### config.mk
export PLATFORM = sky130hd
export DESIGN_NAME = uart_wb_master
export DESIGN_NICKNAME = d
export VERILOG_FILES = /design/src/rtl/uart_wb_master.sv
export SDC_FILE = /design/constraint.sdc
export NUM_CORES = 1
export LEC_CHECK = 0
export ABC_CLOCK_PERIOD_IN_PS = 2600
export BUFFER_PORTS_ARGS = -buffer_cell sky130_fd_sc_hd__buf_2
export CAP_MARGIN = 0
export CORE_ASPECT_RATIO = 1.1
export CORE_UTILIZATION = 41
export DETAILED_ROUTE_END_ITERATION = 12
export PLACE_DENSITY = 0.6
export SLEW_MARGIN = 0
export SYNTH_ARGS = -nofsm -noshare
export SYNTH_HDL_FRONTEND = slang
export SYNTH_SLANG_ARGS = --single-unit
### constraint.sdc
create_clock -name clk_i -period 2.6 [get_ports clk_i]
set_input_delay 0.78 -clock clk_i [delete_from_list [all_inputs] [get_ports clk_i]]
set_output_delay 0.78 -clock clk_i [all_outputs]
set_load 0.01 [all_outputs]
### src/rtl/uart_wb_master.sv
// UART-to-Wishbone bridge: 'W' adr d3 d2 d1 d0 writes a word, 'R' adr reads one,
// with single-byte status or 4-byte data responses sent back over the same UART.
module uart_wb_master #(
  parameter int CLKS_PER_BIT = 16,
  parameter int TIMEOUT      = 1024
) (
  input  logic        clk_i,
  input  logic        rst_n_i,
  input  logic        rx_i,
  output logic        tx_o,
  output logic        cyc_o,
  output logic        stb_o,
  output logic        we_o,
  output logic [7:0]  adr_o,
  output logic [31:0] dat_o,
  input  logic [31:0] dat_i,
  input  logic        ack_i,
  output logic        busy_o
);

  localparam int CW = $clog2(CLKS_PER_BIT);
  localparam int TW = $clog2(TIMEOUT + 1);
  localparam logic [CW-1:0] BIT_END  = CW'(CLKS_PER_BIT - 1);
  localparam logic [CW-1:0] HALF_END = CW'(CLKS_PER_BIT / 2 - 1);
  localparam logic [TW-1:0] TMO_END  = TW'(TIMEOUT - 1);

  typedef enum logic [3:0] {
    P_IDLE, P_ADDR, P_DATA0, P_DATA1, P_DATA2, P_DATA3, P_BUS, P_RESP
  } pstate_t;

  logic          rx_meta_r, rx_sync_r, rx_prev_r, rx_act_r, rx_valid_r, rx_ferr_r;
  logic [CW-1:0] rx_cnt_r;
  logic [3:0]    rx_bit_r;
  logic [7:0]    rx_shift_r;

  logic          tx_act_r, tx_done_s, tx_start_s;
  logic [CW-1:0] tx_cnt_r;
  logic [3:0]    tx_bit_r;
  logic [9:0]    tx_shift_r;

  pstate_t       state_r, state_s;
  logic          write_r, write_s, cyc_s, stb_s, we_s, busy_s;
  logic [7:0]    adr_s;
  logic [31:0]   dat_s, buf_r, buf_s;
  logic [2:0]    left_r, left_s;
  logic [TW-1:0] tmo_r, tmo_s;

  // Receiver: synchronizer, start-bit qualification at half a bit, mid-bit sampling
  always_ff @(posedge clk_i or negedge rst_n_i) begin
    if (!rst_n_i) begin
      rx_meta_r  <= 1'b1;
      rx_sync_r  <= 1'b1;
      rx_prev_r  <= 1'b1;
      rx_act_r   <= 1'b0;
      rx_valid_r <= 1'b0;
      rx_ferr_r  <= 1'b0;
      rx_cnt_r   <= '0;
      rx_bit_r   <= 4'd0;
      rx_shift_r <= 8'h00;
    end else begin
      rx_meta_r  <= rx_i;
      rx_sync_r  <= rx_meta_r;
      rx_prev_r  <= rx_sync_r;
      rx_valid_r <= 1'b0;
      rx_ferr_r  <= 1'b0;
      if (!rx_act_r) begin
        if (rx_prev_r && !rx_sync_r) begin
          rx_act_r <= 1'b1;
          rx_cnt_r <= '0;
          rx_bit_r <= 4'd0;
        end
      end else if (rx_bit_r == 4'd0) begin
        if (rx_cnt_r == HALF_END) begin
          rx_cnt_r <= '0;
          if (!rx_sync_r) rx_bit_r <= 4'd1;
          else            rx_act_r <= 1'b0;
        end else begin
          rx_cnt_r <= rx_cnt_r + CW'(1);
        end
      end else if (rx_cnt_r == BIT_END) begin
        rx_cnt_r <= '0;
        if (rx_bit_r == 4'd9) begin
          rx_act_r   <= 1'b0;
          rx_valid_r <= rx_sync_r;
          rx_ferr_r  <= !rx_sync_r;
        end else begin
          rx_shift_r <= {rx_sync_r, rx_shift_r[7:1]};
          rx_bit_r   <= rx_bit_r + 4'd1;
        end
      end else begin
        rx_cnt_r <= rx_cnt_r + CW'(1);
      end
    end
  end

  assign tx_done_s = tx_act_r && (tx_cnt_r == BIT_END) && (tx_bit_r == 4'd9);

  // Parser next-state: command decode, bus cycle with timeout, response sequencing
  always_comb begin
    state_s    = state_r;
    write_s    = write_r;
    adr_s      = adr_o;
    dat_s      = dat_o;
    cyc_s      = cyc_o;
    stb_s      = stb_o;
    we_s       = we_o;
    tmo_s      = tmo_r;
    buf_s      = buf_r;
    left_s     = left_r;
    tx_start_s = 1'b0;
    case (state_r)
      P_IDLE: begin
        if (rx_valid_r) begin
          if (rx_shift_r == 8'h57) begin
            write_s = 1'b1;
            state_s = P_ADDR;
          end else if (rx_shift_r == 8'h52) begin
            write_s = 1'b0;
            state_s = P_ADDR;
          end else begin
            buf_s   = {8'h3F, 24'h000000};
            left_s  = 3'd1;
            state_s = P_RESP;
          end
        end else begin
          state_s = P_IDLE;
        end
      end
      P_ADDR, P_DATA0, P_DATA1, P_DATA2, P_DATA3: begin
        if (rx_valid_r) begin
          case (state_r)
            P_ADDR: begin
              adr_s   = rx_shift_r;
              state_s = write_r ? P_DATA0 : P_BUS;
            end
            P_DATA0: begin dat_s[31:24] = rx_shift_r; state_s = P_DATA1; end
            P_DATA1: begin dat_s[23:16] = rx_shift_r; state_s = P_DATA2; end
            P_DATA2: begin dat_s[15:8]  = rx_shift_r; state_s = P_DATA3; end
            P_DATA3: begin dat_s[7:0]   = rx_shift_r; state_s = P_BUS;   end
            default: state_s = P_IDLE;
          endcase
        end else if (rx_ferr_r) begin
          state_s = P_IDLE;
        end else begin
          state_s = state_r;
        end
      end
      P_BUS: begin
        if (!cyc_o) begin
          cyc_s = 1'b1;
          stb_s = 1'b1;
          we_s  = write_r;
          tmo_s = '0;
        end else if (ack_i) begin
          cyc_s   = 1'b0;
          stb_s   = 1'b0;
          we_s    = 1'b0;
          state_s = P_RESP;
          if (write_r) begin
            buf_s  = {8'h4B, 24'h000000};
            left_s = 3'd1;
          end else begin
            buf_s  = dat_i;
            left_s = 3'd4;
          end
        end else if (tmo_r == TMO_END) begin
          cyc_s   = 1'b0;
          stb_s   = 1'b0;
          we_s    = 1'b0;
          buf_s   = {8'h45, 24'h000000};
          left_s  = 3'd1;
          state_s = P_RESP;
        end else begin
          tmo_s = tmo_r + TW'(1);
        end
      end
      P_RESP: begin
        // Next byte loads on the same edge the previous stop bit ends: no idle gap
        if (tx_done_s && (left_r == 3'd0)) begin
          state_s = P_IDLE;
        end else if ((!tx_act_r || tx_done_s) && (left_r != 3'd0)) begin
          tx_start_s = 1'b1;
          buf_s      = {buf_r[23:0], 8'h00};
          left_s     = left_r - 3'd1;
        end else begin
          state_s = P_RESP;
        end
      end
      default: state_s = P_IDLE;
    endcase
    busy_s = (state_s != P_IDLE);
  end

  // Parser and Wishbone output registers
  always_ff @(posedge clk_i or negedge rst_n_i) begin
    if (!rst_n_i) begin
      state_r <= P_IDLE;
      write_r <= 1'b0;
      adr_o   <= 8'h00;
      dat_o   <= 32'h00000000;
      cyc_o   <= 1'b0;
      stb_o   <= 1'b0;
      we_o    <= 1'b0;
      tmo_r   <= '0;
      buf_r   <= 32'h00000000;
      left_r  <= 3'd0;
      busy_o  <= 1'b0;
    end else begin
      state_r <= state_s;
      write_r <= write_s;
      adr_o   <= adr_s;
      dat_o   <= dat_s;
      cyc_o   <= cyc_s;
      stb_o   <= stb_s;
      we_o    <= we_s;
      tmo_r   <= tmo_s;
      buf_r   <= buf_s;
      left_r  <= left_s;
      busy_o  <= busy_s;
    end
  end

  // Transmitter: 10-bit frame shifter, line idles high from the shifted-in ones
  always_ff @(posedge clk_i or negedge rst_n_i) begin
    if (!rst_n_i) begin
      tx_act_r   <= 1'b0;
      tx_cnt_r   <= '0;
      tx_bit_r   <= 4'd0;
      tx_shift_r <= 10'h3FF;
    end else if (tx_start_s) begin
      tx_act_r   <= 1'b1;
      tx_cnt_r   <= '0;
      tx_bit_r   <= 4'd0;
      tx_shift_r <= {1'b1, buf_r[31:24], 1'b0};
    end else if (tx_act_r) begin
      if (tx_cnt_r == BIT_END) begin
        tx_cnt_r   <= '0;
        tx_shift_r <= {1'b1, tx_shift_r[9:1]};
        if (tx_bit_r == 4'd9) tx_act_r <= 1'b0;
        else                  tx_bit_r <= tx_bit_r + 4'd1;
      end else begin
        tx_cnt_r <= tx_cnt_r + CW'(1);
      end
    end
  end

  assign tx_o = tx_shift_r[0];

endmodule

Word-level counts from Yosys, hierarchy flattened
Cells that the tools add are included.
{"block": "op_classes", "n_addsub": 6, "eq_ne": 30, "mux": 88, "bitwise": 2, "n_reduce_logical": 32}
{"operator": "2-to-1 mux 32 bit", "count": 9}
{"operator": "2-to-1 mux 4 bit", "count": 26}
{"operator": "one-hot mux 32 bit (3 select lines)", "count": 1}
{"operator": "2-to-1 mux 3 bit", "count": 12}
{"operator": "2-to-1 mux 11 bit", "count": 3}
{"operator": "2-to-1 mux 1 bit", "count": 31}
{"operator": "2-to-1 mux 10 bit", "count": 3}
{"operator": "AND reduction 3 bit", "count": 8}
{"operator": "== test 4 x 3 -> 1 bit (second input constant)", "count": 5}
{"operator": "inequality test 2 bit (second input constant)", "count": 9}
{"operator": "adder 4 x 1 -> 4 bit (second input constant)", "count": 4}
{"operator": "== test 4 bit (second input constant)", "count": 4}
{"operator": "== test 8 x 7 -> 1 bit (second input constant)", "count": 2}
{"operator": "one-hot mux 4 bit (4 select lines)", "count": 1}
{"operator": "one-hot mux 3 bit (5 select lines)", "count": 1}
{"operator": "adder 11 x 1 -> 11 bit (second input constant)", "count": 1}
{"operator": "== test 11 x 10 -> 1 bit (second input constant)", "count": 1}
{"operator": "inequality test 3 bit (second input constant)", "count": 3}
{"operator": "one-hot mux 3 bit (3 select lines)", "count": 1}
{"operator": "== test 4 x 2 -> 1 bit (second input constant)", "count": 2}
{"operator": "zero test 4 bit", "count": 2}
{"operator": "AND reduction 8 bit", "count": 1}
{"operator": "nonzero test 2 bit", "count": 4}
{"operator": "inequality test 3 x 1 -> 1 bit (second input constant)", "count": 2}
{"operator": "14 further kinds", "count": 22}
{"block": "totals", "regBits": 136, "input_bits": 36, "out_inout_bits": 45}

Depth between registers and ports, before layout
Gate-level depths: netlist of run 1.
{"block": "logic_depth", "word_depth": 10, "depth_mapped": 9}

Worst setup path after synthesis of run 1
Ideal clock, no wire load.
{"block": "synth_timing", "path_type": "register to register", "start": "register tmo_r[0]", "end": "register buf_r[15]", "setup_time_ns": 0.125, "arrival_time_ns": 2.100, "slack_ns": 0.375, "path_stages_with_launch": 8, "n_path_buf": 1, "synth_period_minus_slack_ns": 2.225, "path_cell_list": "dfrtp_1 -> ha_1 -> nand2_1 -> o41ai_2 -> a21oi_1 -> nor3_4 -> buf_6 -> mux2_2"}
{"block": "synth_via", "elab_chain_len": 3}
{"item": "start: declaration", "line": "46", "source": "logic [TW-1:0] tmo_r, tmo_s;"}
{"item": "start signal: assignment", "line": "216", "source": "tmo_r <= tmo_s;"}
{"item": "== test 11 x 10 -> 1 bit", "line": "166", "source": "end else if (tmo_r == TMO_END) begin"}
{"item": "inequality test 3 bit (no line)"}
{"item": "AND reduction 8 bit (no line)"}
{"item": "end signal: assignment", "line": "217", "source": "buf_r <= buf_s;"}
{"item": "end: declaration", "line": "44", "source": "logic [31:0] dat_s, buf_r, buf_s;"}
No other way between the ends.
A chain may end at the register's enable or synchronous reset.

Final worst setup path of run 1
{"block": "layout_timing", "start": "register tmo_r[0]", "end": "register buf_r[14]"}
The elaborated chain is that of the path after synthesis.

==> impl_metrics.ini, run 1 <==
[power_and_ir_drop]
switchingPower_mw = 1.26
clock_power_share_pct = 46.0
power_leakage_nw = 3.64
design_power_total_mw = 4.83
power.internal_mw = 3.57
power_frac_comb_pct = 6.8
power.share.switching_pct = 26.1
p_per_area_nw_per_um2 = 648
irDropWorstVdd_uv = 403
power.sequential.fraction_pct = 47.2

[finish]
final.fill_count = 1338
multi_input_comb_area_sq_um = 2600
diodes = 0
number_of_nets_in_the_layout = 675
areaGrowthSynthToFinish_pct = 20.2
ff_latch_area_sq_um = 3390
layout.cells.most_common = sky130_fd_sc_hd__dfrtp_1
layout-drive-gt1-share_pct = 35.5
finalNonFillerCells = 834
commonest_cells_after_routing_fill_and_taps_aside = sky130_fd_sc_hd__dfrtp_1, sky130_fd_sc_hd__buf_2, sky130_fd_sc_hd__mux2_2, sky130_fd_sc_hd__nand2_1, sky130_fd_sc_hd__nor2_1
finalInstanceArea_sq_um = 7450

[clock_network]
cts_tree = built
cts.sinks = 135
clkTransAtPathRegs_ns = 0.06
cts_inserted_buffers = 17
clock_latency_ns = 0.42
post_cts_hold_buffer_count = 0
post_cts.resized_instances = 0
cts.root.buffer_cell = sky130_fd_sc_hd__clkbuf_16
cts_setup_buffers = 0
htree_num_levels = 4
cts.path.max_buffers = 2

[critical_path]
timing.critical_path.arrival_ns = 2.56
critPathLaunch = tmo_r[0]
worst_r2r_startpoint = tmo_r[0]
timing.critical_path.required_ns = 2.90
worstReg2RegEnd = buf_r[14]
reg2reg_depth = 7
critPathCaptureType = flip-flop
crit_type = flip-flop to flip-flop
cp-start-kind = flip-flop
maximum_net_fanout_on_the_critical_path = 35
rrSetupSlack_ns = 0.34
setup.worst_path.end = buf_r[14]

[drt]
top_layer = met4
drt-met1-wl_microns = 6070
wl_per_cell_microns = 16.1
route.met3.wl_microns = 759
antenna_violating_nets_post_route = 0
routed-via-count = 4380
dr_wl_met2_microns = 6450
drt_first_iter_violations = 388
dr.pass1.iters = 4
finalWirelength_microns = 13400
post_drt_via_cell_ratio = 5.25
post-route-drc-count = 0

[grt]
grt_start_max_net_pins = 46
grt_first_pass_wirelength_microns = 22700
antenna_violations_before_repair = 0
globalRouteTotalUtil_pct = 18.7
number_of_global_route_vias_before_repair = 4484
globalRouteOverflowTotal = 0

[synth]
ys_ff_latch = 135
postSynthNetCount = 583
sequential_share_of_the_synthesized_area_pct = 54.7
synthArstFlopShare_pct = 100
synth.yosys.warnings = 0
summed_instance_area_of_the_synthesized_netlist_sq_um = 6200
postSynth.topFlopCell = sky130_fd_sc_hd__dfrtp_1
post_synth_inst_count = 537
syn_avg_cell_area_sq_um = 11.5
synth_cell_types = 60
synth-edff-count = 0

[run_status]
run_status = complete, no violations

[sta]
final_hold_viol_count = 0
grt_setup_unrepaired = false
min_period_ns = 2.26
holdWs_ns = 0.340
setup_violations = 0
achievable-frequency_ghz = 0.442
maxSlewViolCount = 0
maxSlewHeadroom_pct = 62.5
clock-skew-final_ns = 0.00860
worst-slew-pin-transition_ns = 0.548
layout_worst_path_cycle_share_pct = 87.0
timing.setup.tns_ns = 0

[die]
fp.dieW_microns = 119
ios = 81
floorplan.die.height_microns = 131
initial_core_utilization_pct = 42.4
core_sq_um = 14600
die_area_sq_um = 15600
row_count = 46

[place]
dpl-instance-area_sq_um = 6900
dpl.cell_count = 802
place.port_buffers = 80
gpl.final_weighted_congestion = 0.801
dpl.hpwl_microns = 9350

[run]
max-cap-violations = 0

[worst_hold_path]
timing.hold.worst.class = primary input to asynchronous set/reset pin
==> critical path, stage by stage, from the launching register on <==
cell                      delay [ns]
sky130_fd_sc_hd__dfrtp_1        0.40
sky130_fd_sc_hd__ha_1           0.23
sky130_fd_sc_hd__nand2_1        0.10
sky130_fd_sc_hd__o41ai_2        0.36
sky130_fd_sc_hd__a21oi_1        0.17
sky130_fd_sc_hd__nor3_4         0.24
sky130_fd_sc_hd__buf_12         0.25
sky130_fd_sc_hd__mux2_2         0.37
==> state kept, by name, indices dropped and copies added (netlist names), 3 cells and up <==
register / count
dat_o: 32
rx_cnt_r: 4
tx_shift_r: 9
left_r: 3
adr_o: 8
state_r: 4
tx_bit_r: 4
tx_cnt_r: 4
rx_bit_r: 4
buf_r: 32
tmo_r: 11
rx_shift_r: 8
==> cell usage after synthesis (all sizes together) (3+ instances only) <==
master   instances  area share [%]
dfstp           12             5.1
xnor2           10             1.4
a21oi           15             1.2
ha              10             2.0
dfrtp          123              50
and2             3            0.30
o21ai           20             1.6
nor2b            8            0.81
nand2b           4            0.40
nor3             8            0.83
inv             22             1.3
nand3b           3            0.57
a31oi           10             1.0
clkbuf          18             1.1
nand2           49             3.0
a2111oi          4            0.57
or2              5            0.50
nor3b            4            0.57
nand4            4            0.40
mux2            73              13
o211ai           3            0.36
nor2            38             2.3
xor2             3            0.42
a22o            18             2.5
nand3           17             1.4
buf              8            0.87
mux2i           12             1.9
a211oi           3            0.36
==> worst min-delay path by stage <==
stage	end	slack, ns
after floorplan	rx_sync_r	0.35
after global placement	rx_sync_r	0.35
after detailed placement	rx_sync_r	0.35
after CTS	buf_r[12]	0.35
after global routing	rx_sync_r	0.36
final	buf_r[5]	0.34
==> per-stage QoR <==
stage,worst slack (ns),utilization [%]
6_report,0.337,50.9
5_1_grt,0.212,50.9
4_1_cts,0.324,50.9
3_5_place_dp,0.332,47.2
3_3_place_gp,0.412,47.2
2_1_floorplan,0.375,-
==> power groups by stage <==
stage	logic, mW	registers [mW]	clock network (mW)
after floorplan	0.217	2.28	0
after global placement	0.319	2.31	0
after detailed placement	0.336	2.32	0
after CTS	0.336	2.28	2.27
after global routing	0.381	2.30	2.39
final	0.328	2.28	2.22
==> per-layer routing <==
| layer | vias up | track usage [%] |
|---|---|---|
| met5 | - | 0 |
| met4 | 0 | 5.58 |
| met3 | 10 | 5.47 |
| met2 | 110 | 30.4 |
| met1 | 2174 | 24.2 |
| li1 | 2086 | - |
==> logic make-up after synthesis <==
logic type	share of synthesized area, %
AND/OR/NAND/NOR	12.1
flip-flops	54.7
AO/OA/AOI/OAI	10.7
multiplexers	15.2
buffers and inverters	3.29
XOR/XNOR	1.84
adder cells (fa/ha/maj)	2.02
other	0.0605
==> cell type report <==
type                            count  area share, %
Clock buffer                       18           5.76
Clock inverter                     14           1.56
Inverter                           22           1.11
Multi-Input combinational cell    354           35.0
Sequential cell                   135           45.6
Tap cell                          192           3.23
Timing Repair Buffer               99           7.83
No activity file was read; power rests on OpenSTA's default activity.
==> inputs of run 2 (changes only) <==
==> constraint.sdc (replaced) <==
create_clock -name clk_i -period 2.6 [get_ports clk_i]
set_input_delay 0.52 -clock clk_i [delete_from_list [all_inputs] [get_ports clk_i]]
set_output_delay 0.52 -clock clk_i [all_outputs]
set_load 0.01 [all_outputs]
==> run 2 against run 1 <==
Compared with the run above: maximum frequency shrank 1.8%; via count decreased by 1.0%; clock skew rose by 0.0061 ns; die area unchanged; wire length is essentially flat; critical path type unchanged; largest cell class unchanged.
==> impl_metrics.ini, run 2 (same netlist as run 1, synthesis figures left out) <==
[grt]
grt_start_max_net_pins = 56
globalRouteOverflowTotal = 0
grt_first_pass_wirelength_microns = 22100
number_of_global_route_vias_before_repair = 4481
antenna_violations_before_repair = 0
globalRouteTotalUtil_pct = 18.4

[finish]
number_of_nets_in_the_layout = 673
layout_top_registers = buf_r (32), dat_o (32), tmo_r (11)
layout.cells.most_common = sky130_fd_sc_hd__dfrtp_1
layout-drive-gt1-share_pct = 35.5
commonest_cells_after_routing_fill_and_taps_aside = sky130_fd_sc_hd__dfrtp_1, sky130_fd_sc_hd__buf_2, sky130_fd_sc_hd__mux2_2, sky130_fd_sc_hd__nand2_1, sky130_fd_sc_hd__nor2_1
diodes = 0
final.fill_count = 1340
areaGrowthSynthToFinish_pct = 20.8

[die]
row_count = 46
fp.dieW_microns = 119
ios = 81
core_sq_um = 14600
initial_core_utilization_pct = 42.4
die_area_sq_um = 15600
floorplan.die.height_microns = 131

[critical_path]
cp-start-kind = flip-flop
timing.critical_path.required_ns = 2.89
maximum_net_fanout_on_the_critical_path = 35
timing.critical_path.arrival_ns = 2.60
critPathCaptureType = flip-flop
crit_type = flip-flop to flip-flop
worst_r2r_startpoint = tmo_r[0]
critPathLaunch = tmo_r[0]

[place]
dpl.hpwl_microns = 9220
gpl.final_weighted_congestion = 0.770
place.port_buffers = 80

[drt]
routed-via-count = 4336
wl_per_cell_microns = 16.1
post-route-drc-count = 0
post_drt_via_cell_ratio = 5.21
drt-met1-wl_microns = 5940
dr_wl_met2_microns = 6630
top_layer = met4
dr.pass1.iters = 4
finalWirelength_microns = 13400
drt_first_iter_violations = 297
antenna_violating_nets_post_route = 0
route.met3.wl_microns = 749

[clock_network]
clkTransAtPathRegs_ns = 0.06
cts_tree = built
cts.sinks = 135
cts.path.max_buffers = 2
cts.root.buffer_cell = sky130_fd_sc_hd__clkbuf_16
clock_latency_ns = 0.42
post_cts_hold_buffer_count = 0
cts_inserted_buffers = 17
post_cts.resized_instances = 0
htree_num_levels = 4
cts_setup_buffers = 0

[sta]
maxSlewViolCount = 0
achievable-frequency_ghz = 0.434
worst-slew-pin-transition_ns = 0.589
grt_setup_unrepaired = false
clock-skew-final_ns = 0.0147
maxSlewHeadroom_pct = 60.7
timing.setup.tns_ns = 0
min_period_ns = 2.30
layout_worst_path_cycle_share_pct = 88.6
final_hold_viol_count = 0
setup_violations = 0

[power_and_ir_drop]
irDropWorstVdd_uv = 466
power_leakage_nw = 3.66
design_power_total_mw = 5.01
p_per_area_nw_per_um2 = 669

[run]
max-cap-violations = 0

[run_status]
run_status = complete, no violations

[worst_hold_path]
timing.hold.worst.class = primary input to asynchronous set/reset pin
-- run 2: worst paths after layout --
kind | endpoint | slack (ns) | depth (start not counted)
max | buf_r[13] | 0.30 | 7
min | buf_r[13] | 0.11 | 1
max reg2reg | buf_r[13] | 0.30 | 7
min reg2reg | rx_sync_r | 0.36 | 0
max in group asynchronous | rx_sync_r | 1.76 | 2
min in group clk_i | rx_meta_r | 0.20 | 1
-- run 2: per-layer routing --
| metal | vias to the layer above | track usage, % |
|---|---|---|
| li1 | 2083 | - |
| met1 | 2153 | 23.1 |
| met2 | 94 | 30.5 |
| met3 | 6 | 5.69 |
| met4 | 0 | 5.58 |
| met5 | - | 0 |
-- run 2: cell type report --
class                      count  area [sq um]  share of cell area [%]
timing repair buffer          97           568                    7.58
inverter                      22          82.6                    1.10
sequential                   135          3390                    45.3
clock buffer                  18           439                    5.86
tap                          192           240                    3.21
multi-input combinational    354          2600                    34.8
clock inverter                14           163                    2.17
-- run 2: where the power goes --
group          internal, mW  switching (mW)  total (mW)
Clock                  1.46           0.946        2.41
Sequential             2.18           0.103        2.28
Combinational         0.146           0.178       0.324
-- run 2: per-stage QoR --
| step | setup slack, ns | std cells | hold slack, ns | area (sq um) | util [%] |
|---|---|---|---|---|---|
| 6_report | 0.295 | 832 | 0.113 | 7490 | 51.2 |
| 5_1_grt | 0.186 | 832 | 0.143 | 7490 | 51.2 |
| 4_1_cts | 0.318 | 832 | 0.118 | 7490 | 51.2 |
| 3_5_place_dp | 0.341 | 800 | 0.348 | 6890 | 47.1 |
| 3_3_place_gp | 0.408 | 800 | 0.346 | 6890 | 47.1 |
| 2_1_floorplan | 0.375 | 537 | 0.224 | 6200 | - |
-- run 2: worst max-delay path, cell delays in order, from the launching register on --
cell and delay [ns]:
sky130_fd_sc_hd__dfrtp_1 0.42, sky130_fd_sc_hd__ha_1 0.24, sky130_fd_sc_hd__nand2_1 0.10, sky130_fd_sc_hd__o41ai_2 0.37, sky130_fd_sc_hd__a21oi_1 0.18, sky130_fd_sc_hd__nor3_4 0.25
sky130_fd_sc_hd__buf_12 0.25, sky130_fd_sc_hd__mux2_2 0.37
